## src/rtl/fetch_seq.sv

```systemverilog
// fetch_seq -- fetch sequencer for the pipelined MIPS core.
//
// Chooses the next PC from four sources, highest priority first: exception
// entry, ERET return, decode-stage branch/jump, then sequential pc+4.
// It also drives the PC register write enable.
// An exception or ERET redirect that arrives while the pipeline is stalled
// is held, then applied on the first cycle with stall low.
// Fetch addresses that are misaligned or outside instruction memory are
// flagged on fetch_err.
//
// state | meaning
// ------+--------------------------------------------------------------
// RUN   | normal sequencing; redirects apply at once unless stalled
// PEND  | a stalled exception/ERET redirect is held in r_pend_target
//
// Ports:
//   clk              in   clock, rising edge
//   rst              in   synchronous active-high reset
//   pc[31:0]         in   current PC register value
//   stall            in   hazard stall, blocks the PC update
//   br_valid         in   decode holds a resolved branch/jump
//   br_taken         in   branch outcome (qualified by br_valid)
//   br_target[31:0]  in   branch/jump target
//   exc_req          in   exception request pulse (M stage)
//   eret_req         in   ERET request pulse (M stage)
//   epc[31:0]        in   ERET return address, valid with eret_req
//   npc[31:0]        out  next PC
//   pc_we            out  PC write enable
//   flush_fd         out  F/D flush, pulses when an exc/ERET redirect lands
//   redirect_pending out  a stalled redirect is waiting
//   fetch_err        out  pc misaligned or outside [IM_BASE, IM_LIMIT]
module fetch_seq #(
    parameter logic [31:0] RESET_PC   = 32'h0000_3000,
    parameter logic [31:0] IM_BASE    = 32'h0000_3000,
    parameter logic [31:0] IM_LIMIT   = 32'h0000_6FFF,
    parameter logic [31:0] HANDLER_PC = 32'h0000_4180
) (
    input  logic        clk,
    input  logic        rst,
    input  logic [31:0] pc,
    input  logic        stall,
    input  logic        br_valid,
    input  logic        br_taken,
    input  logic [31:0] br_target,
    input  logic        exc_req,
    input  logic        eret_req,
    input  logic [31:0] epc,
    output logic [31:0] npc,
    output logic        pc_we,
    output logic        flush_fd,
    output logic        redirect_pending,
    output logic        fetch_err
);

    typedef enum logic [0:0] {RUN  = 1'b0, PEND = 1'b1} state_t;
    typedef enum logic [0:0] {EXC  = 1'b0, ERET = 1'b1} kind_t;

    state_t      r_state;
    kind_t       r_pend_kind;
    logic [31:0] r_pend_target;

    logic [31:0] w_pc_inc;
    logic        w_pend;

    assign w_pc_inc = pc + 32'd4;
    assign w_pend   = (r_state == PEND);

    always_ff @(posedge clk) begin
        if (rst) begin
            r_state       <= RUN;
            r_pend_kind   <= EXC;
            r_pend_target <= 32'h0;
        end else begin
            case (r_state)
                RUN: begin
                    if (stall) begin
                        if (exc_req) begin
                            r_state       <= PEND;
                            r_pend_kind   <= EXC;
                            r_pend_target <= HANDLER_PC;
                        end else if (eret_req) begin
                            r_state       <= PEND;
                            r_pend_kind   <= ERET;
                            r_pend_target <= epc;
                        end
                    end
                end
                PEND: begin
                    if (!stall) begin
                        r_state       <= RUN;
                        r_pend_kind   <= EXC;
                        r_pend_target <= 32'h0;
                    end else if (exc_req) begin
                        // An exception always wins over a held ERET.
                        r_pend_kind   <= EXC;
                        r_pend_target <= HANDLER_PC;
                    end else if (eret_req && r_pend_kind == ERET) begin
                        // A newer ERET replaces an older one; it never displaces an EXC.
                        r_pend_target <= epc;
                    end
                end
                default: r_state <= RUN;
            endcase
        end
    end

    always_comb begin
        npc              = w_pc_inc;
        pc_we            = 1'b0;
        flush_fd         = 1'b0;
        redirect_pending = 1'b0;
        if (w_pend) begin
            // A simultaneous exception at release overrides the held target.
            // A simultaneous ERET does not.
            npc = (exc_req && !stall) ? HANDLER_PC : r_pend_target;
        end else if (exc_req) begin
            npc = HANDLER_PC;
        end else if (eret_req) begin
            npc = epc;
        end else if (br_valid && br_taken) begin
            npc = br_target;
        end
        if (!rst) begin
            pc_we            = !stall;
            redirect_pending = w_pend;
            // A taken branch keeps its delay slot, so only exc/ERET redirects flush.
            flush_fd         = !stall && (w_pend || exc_req || eret_req);
        end
    end

    assign fetch_err = (pc[1:0] != 2'b00) || (pc < IM_BASE) || (pc > IM_LIMIT);

endmodule

```

## config.mk

```make
export PLATFORM = sky130hd
export DESIGN_NAME = fetch_seq
export DESIGN_NICKNAME = d
export VERILOG_FILES = /design/src/rtl/fetch_seq.sv
export SDC_FILE = /design/constraint.sdc
export NUM_CORES = 1
export LEC_CHECK = 0
export CAP_MARGIN = 10
export CORE_MARGIN = 2
export CORE_UTILIZATION = 45
export CTS_CLUSTER_SIZE = 8
export DETAILED_ROUTE_END_ITERATION = 8
export PLACE_DENSITY = 0.94
export SYNTH_ARGS = -nofsm -noshare
export SYNTH_HDL_FRONTEND = slang
export SYNTH_SLANG_ARGS = --single-unit
```

## constraint.sdc

```tcl
create_clock -name clk -period 3.95 [get_ports clk]
set_input_delay 0.79 -clock clk [delete_from_list [all_inputs] [get_ports clk]]
set_output_delay 0.79 -clock clk [all_outputs]
set_load 0.05 [all_outputs]
```

==> metrics.yaml <==
outcome:
  status: "finished clean"
logic_synthesis:
  synth_common_cells: "nand2_1 (84), a21oi_1 (52), nand3_1 (43)"
  synth.most_common_cell: "nand2_1"
  synth_cell_types: 41
  synth_area_leader_cell: "dfxtp_1"
  syn_avg_cell_area_sq_um: 6.599
  syn_area_sq_mm: 0.002838
  yosys.area.top_type_share_pct: 23.99
  netlist_top_cells_area: "dfxtp_1 (24%), nand2_1 (11%), a21oi_1 (9.2%)"
  synth-edff-count: 0
  yosys_warnings: 0
  synth_ff_type: "dfxtp_1"
  syn_inst: 430
  synth_seq_cells: 34
  mappedNetlistNets: 534
  seq_area_frac_synth_pct: 23.99
  synthArstFlopShare_pct: 0
cts:
  hold_buffers: 0
  htree_levels: 2
  cts_root_buffer: "clkbuf_8"
  cts_buffers: 5
  cts_tree: "done"
  clk_pin_slew_worst_paths_ns: 0.07
  cts_buffer_depth: 2
  cts.sink_count: 34
  clk_latency_ns: 0.30
routing:
  via_per_inst: 6.480
  met3_length_microns: 1325
  routed_wl_microns: 11980
  firstDrtPassIters: 8
  num_vias: 4134
  drc: 0
  ant_nets: 0
  wl_met1_microns: 4381
  wl_met2_microns: 5696
  routedWlPerCell_microns: 18.78
  drt_iter0_drc: 414
  highest_layer: "met4"
worst_setup_path:
  cp.required_ns: 3.16
  cp_slowest_cell: "or4_4"
  crit_chain: "clkdlybuf4s50_1, nand3_1, or4_4, buf_12, nor4_2, xnor2_1, o221ai_1, buf_4"
  path_class: "in -> out"
  cp_max_fo: 14
  crit_family: "simple AND/OR/NAND/NOR gates"
  crit_path_max_incr_delay_ns: 0.56
  path_depth: 8
  endpoint_kind: "primary output"
  reg2regPathDepth: 5
  startpoint_type: "input port"
  worst-endpoint-arrival_ns: 3.10
  path_buf_inv: 3
power_and_ir_drop:
  vdd_drop_max_uv: 241.4
  p_per_area_mw_per_mm2: 284.6
  cellLeakagePower_uw: 0.001666
cells_and_area:
  diodes: 0
  n_fill_cell: 420
  synthToLayoutAreaGrowth_pct: 62.65
  drive_gt1_share_pct: 13.32
  final_cell_area_sq_mm: 0.004616
  regArea_sq_um: 680.7
  post-route-util_pct: 77.05
  multi_input_area_sq_mm: 0.002018
  nets: 666
  final_cell_count_no_fill: 638
global_routing:
  grt_start_max_net_pins: 33
  antenna_found_initial: 0
  grtUsageTotal_pct: 32.85
  grt_pass1_wl_microns: 18850
  grt_overflow_total: 0
  grt_pass1_vias: 3935
sta:
  slew_headroom_pct: 28.28
  tns_ns: 0
  slew_viol_final: 0
  fin_crit_sh_pct: 98.49
  fmax_mhz: 257.0
  finClkSkew_ns: 0.005130
  period_needed_ns: 3.890
  hold_violations: 0
  setup_viol: 0
  tightestPinTransition_ns: 1.076
  whs_ns: 0.4535
hold_path:
  holdCritPathClass: "reg -> reg"
  hold_depth: 2
die:
  floorplan.die_area_sq_mm: 0.006957
  rows: 28
  design.core.area_sq_mm: 0.005991
  ios: 139
  die_w_microns: 83.41
  die_h_microns: 83.41
  start_util_pct: 47.37
placed_design:
  dpl.hpwl_microns: 8933
  dp.cells: 630
  port_buffers: 138
  place.gp.congestion: 0.9148
  dpl_cell_area_sq_mm: 0.004458
flow_run:
  maxCapViolCount: 0
[final cells by class]
| type | instances | share of cell area [%] |
|---|---|---|
| Clock inverter | 2 | 1.301 |
| Timing Repair Buffer | 159 | 35.84 |
| Clock buffer | 6 | 1.789 |
| Multi-Input combinational cell | 355 | 43.72 |
| Tap cell | 75 | 2.033 |
| Inverter | 7 | 0.5693 |
| Sequential cell | 34 | 14.75 |
[metrics by stage]
stage | worst slack (ns) | total power (uW)
final | 0.05969 | 1313
after global routing | -0.03482 | 1359
after CTS | 0.02362 | 1305
after detailed placement | -0.04147 | 901.5
after global placement | 0.06194 | 891.3
after floorplan | 0.07456 | 634.0
[repair_timing]
action	CTS	global route
pin swaps	0	2
gates cloned	0	0
endpoints found under the hold margin	0	0
resized for setup	1	2
setup buffers	0	0
endpoints found under the setup margin	1	5
[metal layers]
metal	vias up	GRT usage, %
met2	329	55.87
met1	1900	37.97
met3	56	8.946
met5	-	0
li1	1849	-
met4	0	15.98
[registers in the layout (all words and copies together), names as in the netlist]
signal         flops
r_pend_kind        1
r_state            1
r_pend_target     32
[worst min-delay path: stages (launching register included)]
cell     delay, ns
dfxtp_1       0.31
nand2_1       0.05
a21oi_1       0.05
[power by group]
part	leakage, uW	internal (uW)	switching [uW]	total [uW]
registers	0.000278	360	9.95	369
clock network	0.0000714	269	139	408
logic	0.00132	232	304	536
total	0.00167	861	452	1310
[logic make-up (layout without fill, tap and decap cells)]
family                   after synthesis  in the layout  share of synthesized area [%]
adder cells (fa/ha/maj)                1              1                         0.4408
multiplexers                           2              2                         0.7055
AO/OA/AOI/OAI                        138            138                          30.38
XOR/XNOR                              23             23                          7.099
flip-flops                            34             34                          23.99
AND/OR/NAND/NOR                      191            191                          31.66
buffers and inverters                 41            174                          5.732
[final timing paths]
check                           startpoint                             to  slack [ns]
min          r_pend_target[5]$_SDFFE_PP0P_  r_pend_target[5]$_SDFFE_PP0P_        0.45
max reg2reg             r_state$_SDFF_PP0_  r_pend_target[7]$_SDFFE_PP0P_        1.72
min reg2reg  r_pend_target[5]$_SDFFE_PP0P_  r_pend_target[5]$_SDFFE_PP0P_        0.45
max                                 pc[13]                        npc[30]        0.06
[placed cells by master (no fill, tap or decap), drive strengths merged, types with 4 or more instances in the layout]
cell type / instances
clkdlybuf4s50: 102
nand3: 43
nand4: 6
a32o: 4
nand2: 84
nor4: 9
o211ai: 5
o31ai: 4
buf: 56
clkbuf: 6
and3: 6
a22oi: 8
nor3: 9
inv: 7
nor2: 19
dfxtp: 34
a32oi: 5
and4: 4
or4: 4
a21oi: 52
xnor2: 20
o221ai: 12
o21ai: 36
(Power assumes the default switching activity.)
